### config.mk
export PLATFORM = sky130hd
export DESIGN_NAME = branch_resolve
export DESIGN_NICKNAME = d
export VERILOG_FILES = /design/src/rtl/branch_resolve.sv
export SDC_FILE = /design/constraint.sdc
export NUM_CORES = 1
export LEC_CHECK = 0
export ABC_CLOCK_PERIOD_IN_PS = 6800
export CAP_MARGIN = 20
export CORE_MARGIN = 2
export CORE_UTILIZATION = 35
export CTS_CLUSTER_DIAMETER = 30
export CTS_CLUSTER_SIZE = 40
export DETAILED_ROUTE_END_ITERATION = 7
export GPL_TIMING_DRIVEN = 0
export PLACE_DENSITY = 0.56
export SETUP_SLACK_MARGIN = 0.4
export SYNTH_ARGS = -nofsm -noshare
export SYNTH_HDL_FRONTEND = slang
export SYNTH_SLANG_ARGS = --single-unit
### constraint.sdc
create_clock -name iClk -period 6.8 [get_ports iClk]
set_input_delay 1.7 -clock iClk [delete_from_list [all_inputs] [get_ports iClk]]
set_output_delay 1.7 -clock iClk [all_outputs]
set_load 0.01 [all_outputs]
### src/rtl/branch_resolve.sv
// Execute-stage branch resolution: compares the resolved direction/target with the
// fetch-time prediction, drives flush/redirect to fetch and owns the 2-bit BHT.
module branch_resolve #(
  parameter int RegWidth   = 32,
  parameter int BhtEntries = 64,
  parameter int BhtIdxW    = $clog2(BhtEntries)
) (
  input  logic                iClk,
  input  logic                iRst_n,
  input  logic                iExValid,
  input  logic                iExIsBranch,
  input  logic                iExIsJump,
  input  logic                iExBrTrue,
  input  logic [RegWidth-1:0] iExPc,
  input  logic [RegWidth-1:0] iExTarget,
  input  logic                iExPredTaken,
  input  logic [RegWidth-1:0] iExPredTarget,
  output logic                oExStall,
  output logic                oFlush,
  output logic                oRedirValid,
  input  logic                iRedirReady,
  output logic [RegWidth-1:0] oRedirPc,
  input  logic [RegWidth-1:0] iFetchPc,
  output logic                oFetchPredTaken,
  output logic [31:0]         oMispredCnt
);

  typedef enum logic {
    IDLE,
    REDIRECT
  } state_t;

  state_t state;

  logic [1:0]          bht [BhtEntries];
  logic                taken;
  logic [RegWidth-1:0] actual_pc;
  logic                mispred;
  logic                bht_upd;
  logic [BhtIdxW-1:0]  ex_idx;
  logic [BhtIdxW-1:0]  fetch_idx;
  logic                unused_pc_bits;

  assign ex_idx    = iExPc[BhtIdxW+1:2];
  assign fetch_idx = iFetchPc[BhtIdxW+1:2];

  // Only the index bits of the fetch PC select a counter; the rest are don't-care.
  assign unused_pc_bits = ^{iFetchPc[RegWidth-1:BhtIdxW+2], iFetchPc[1:0]};

  always_comb begin
    taken     = iExIsJump | (iExIsBranch & iExBrTrue);
    actual_pc = taken ? iExTarget : iExPc + RegWidth'(4);
    mispred   = (state == IDLE) & iExValid &
                ((taken != iExPredTaken) | (taken & (iExPredTarget != iExTarget)));
    bht_upd   = (state == IDLE) & iExValid & iExIsBranch & ~iExIsJump;
  end

  // Read returns the pre-update counter on a same-cycle index collision.
  assign oFetchPredTaken = bht[fetch_idx][1];

  always_ff @(posedge iClk or negedge iRst_n) begin
    if (!iRst_n) begin
      for (int unsigned i = 0; i < BhtEntries; i++) begin
        bht[i] <= 2'b01;
      end
    end else if (bht_upd) begin
      if (taken) begin
        if (bht[ex_idx] != 2'b11) bht[ex_idx] <= bht[ex_idx] + 2'b01;
      end else begin
        if (bht[ex_idx] != 2'b00) bht[ex_idx] <= bht[ex_idx] - 2'b01;
      end
    end
  end

  always_ff @(posedge iClk or negedge iRst_n) begin
    if (!iRst_n) begin
      state       <= IDLE;
      oExStall    <= 1'b0;
      oFlush      <= 1'b0;
      oRedirValid <= 1'b0;
      oRedirPc    <= '0;
      oMispredCnt <= '0;
    end else begin
      oFlush <= 1'b0;
      case (state)
        IDLE: begin
          if (mispred) begin
            state       <= REDIRECT;
            oRedirPc    <= actual_pc;
            oRedirValid <= 1'b1;
            oFlush      <= 1'b1;
            oExStall    <= 1'b1;
            oMispredCnt <= oMispredCnt + 32'd1;
          end
        end
        REDIRECT: begin
          if (iRedirReady) begin
            state       <= IDLE;
            oRedirValid <= 1'b0;
            oExStall    <= 1'b0;
          end
        end
        default: state <= IDLE;
      endcase
    end
  end

endmodule

==> flow_summary.yaml <==
clock_network:
  post_cts_buffers: 0
  insertion_delay_ps: 450
  cts_tree: "yes"
  cts_buffers: 17
  cts.sinks: 195
  ctsRootBufferMaster: "clkbuf_16"
  path_clk_slew_ps: 70
  cts_buffer_depth: 2
  htreeDepth: 4
worst_setup_path:
  cp_common_cell: "nand2_1"
  crit_type: "input port to flop"
  cp-startpoint: "iExPc[4]"
  start_kind: "input port"
  cp_max_fo: 10
  crit_arrival_ps: 6670
  crit_slowest_cell: "a222oi_1"
  required_ps: 7130
  crit_chain: "clkdlybuf4s50_1 -> buf_2 -> buf_6 -> buf_6 -> buf_4 -> mux4_2 -> nand2_1 -> nand2_1 -> a222oi_1 -> nand4b_1 -> ha_1 -> mux2i_1 -> nand2_1 -> nor2_1 -> nand2_1 -> nor2_1 -> mux2_2"
  endpoint_kind: "flop"
  slowest_delay_ps: 620
finish:
  drive_gt1_share_pct: 25.3
  fin_area_sq_um: 14000
  area_growth_pct: 25.8
  fin_util_pct: 44.6
  fin_cells: 1596
  antenna_cells: 0
  nNetsFinal: 1321
logic_synthesis:
  synthArstFlopShare_pct: 100
  synth_edf_count: 0
  synth_area_per_cell_sq_um: 11.3
  yosysSeqAreaShare_pct: 44.5
  yosys.cell_types.count: 70
  synth_nets: 1125
  synth_area_sq_um: 11200
  syn_inst: 985
  synth-seq-cells: 195
  dominantRegCellSynth: "dfrtp_1"
  ys.warnings.count: 0
sta:
  slew_viol_final: 0
  fmax_ghz: 0.158
  skew_ps: 13.3
  hold_viol: 0
  setup_viol: 0
  slew-limit-headroom_pct: 24.9
  fin_crit_ps: 6330
  worstMarginPinSlew_ps: 1120
  fin_crit_sh_pct: 93.1
  grt_setup_unrepaired: "true"
grt:
  grt_pass1_vias: 9078
  grt.overflow.total: 0
  gr-usage-all-layers_pct: 22.9
  antenna_found_initial: 0
  grt_pass1_wl_microns: 56800
  grt_max_degree: 118
power_and_ir_drop:
  vdd_drop_max_mv: 0.176
  p_leak_nw: 5.87
  power_density_nw_per_um2: 220
floorplanning:
  start_util_pct: 35.4
  design.core.area_sq_um: 31500
  dieWidth_microns: 183
  die_h_microns: 183
  die-area_sq_um: 33300
  rows: 65
  ios: 204
routing:
  wl_per_cell_microns: 23.8
  dr_total_vias: 8843
  ant_nets: 0
  routed_via_density: 5.54
  drt-initial-drc-count: 733
  drc: 0
  dr.pass1.iters: 6
  wirelength_microns: 38000
place:
  io_buffers: 174
  gp_congestion: 0.911
  dp_cells: 1564
  hpwl_microns: 27800
  placed_cell_area_sq_um: 13500
worst_hold_path:
  min_path_type: "flop to flop"
  hp-start: "oMispredCnt[31]$_DFFE_PN0P_"
run_status:
  outcome: "complete, no violations"
flow_run:
  drv_cap: 0
cell type report:
type | instances | area [sq um]
clock inverters | 14 | 143
fillers | 3018 | 17400
plain buffers | 56 | 320
multi-input cells | 724 | 5850
inverters | 10 | 37.5
well taps | 402 | 503
clock buffers | 18 | 429
repair buffers | 177 | 1800
flip-flops and latches | 195 | 4960
layer usage:
metal,up-vias,share of wire [%],global-route usage (%)
li1,3963,-,-
met4,0,2.6,7.16
met1,4415,43,30.0
met5,-,0,0
met2,400,46,37.0
met3,65,8.5,6.13
power breakdown:
part	internal, W	total [W]	switching, W
registers	0.00128	0.00136	0.0000785
clock network	0.000519	0.00103	0.000512
logic	0.000341	0.000697	0.000356
total	0.00214	0.00309	0.000947
cell usage after synthesis, types with 8 or more instances:
cell | instances | area (sq um)
dfrtp_1 | 131 | 3280
mux2_2 | 125 | 1410
nand2_1 | 118 | 443
xor2_1 | 75 | 657
dfstp_2 | 64 | 1680
nor2_1 | 54 | 203
mux2_1 | 49 | 552
nand3_1 | 31 | 155
clkbuf_1 | 27 | 101
o21ai_0 | 27 | 135
mux4_2 | 25 | 563
nor4_1 | 22 | 138
mux2i_1 | 18 | 180
nand4_1 | 15 | 93.8
nor3_1 | 15 | 75.1
a221oi_1 | 14 | 123
buf_2 | 14 | 70.1
xnor2_1 | 13 | 114
a21oi_1 | 12 | 60.1
buf_6 | 10 | 113
and3_1 | 8 | 50.1
nor2b_1 | 8 | 50.1
worst max-delay path: cells and delay by family:
kind / cells / cell delay (ps)
multiplexers: 3 / 920
AND/OR/NAND/NOR: 7 / 1620
adder cells (fa/ha/maj): 1 / 230
buffers and inverters: 5 / 1560
AO/OA/AOI/OAI: 1 / 620
cell usage in the layout, fill, tap and decap left out, drive strengths merged, types with 32 or more instances in the layout:
cell,n
nand2,119
buf,32
nand3,32
xor2,75
clkbuf,46
nor2,55
clkdlybuf4s50,173
mux2,174
dfrtp,131
dfstp,64
kinds of logic after synthesis:
family / count (synthesis) / share of synthesized area, %
and+or+nand+nor: 311 / 14.0
AOI/OAI and AO/OA: 104 / 6.78
xor gates and xnor gates: 88 / 6.91
DFF: 195 / 44.5
adders and majority gates: 4 / 0.449
buffers and inverters: 66 / 3.19
muxes: 217 / 24.2
metrics by stage:
step / TNS, ps / power [W] / hold slack [ps] / worst slack, ps
after floorplan: 0 / 0.00167 / 457 / 1680
after global placement: -723980 / 0.00207 / 457 / -4530
after detailed placement: -804 / 0.00208 / 456 / -92.9
after CTS: 0 / 0.00310 / 469 / 541
after global routing: 0 / 0.00321 / 496 / 398
final: 0 / 0.00309 / 475 / 466
final timing paths:
check,to,slack [ps],cells after the start
setup / recovery,bht[23]$_DFFE_PN0P_,470,17
hold / removal,oMispredCnt[31]$_DFFE_PN0P_,470,1
setup reg to reg,bht[23]$_DFFE_PN0P_,2660,14
hold reg to reg,oMispredCnt[31]$_DFFE_PN0P_,470,1
max in group asynchronous,bht[55]$_DFFE_PN0P_,4530,2
min in group asynchronous,oMispredCnt[9]$_DFFE_PN0P_,1230,1
what timing repair did:
action	in CTS	in global routing
hold buffers	0	0
resized for setup	1	3
setup endpoints to repair	10	8
Note: power is estimated with default switching activity, not from simulation.
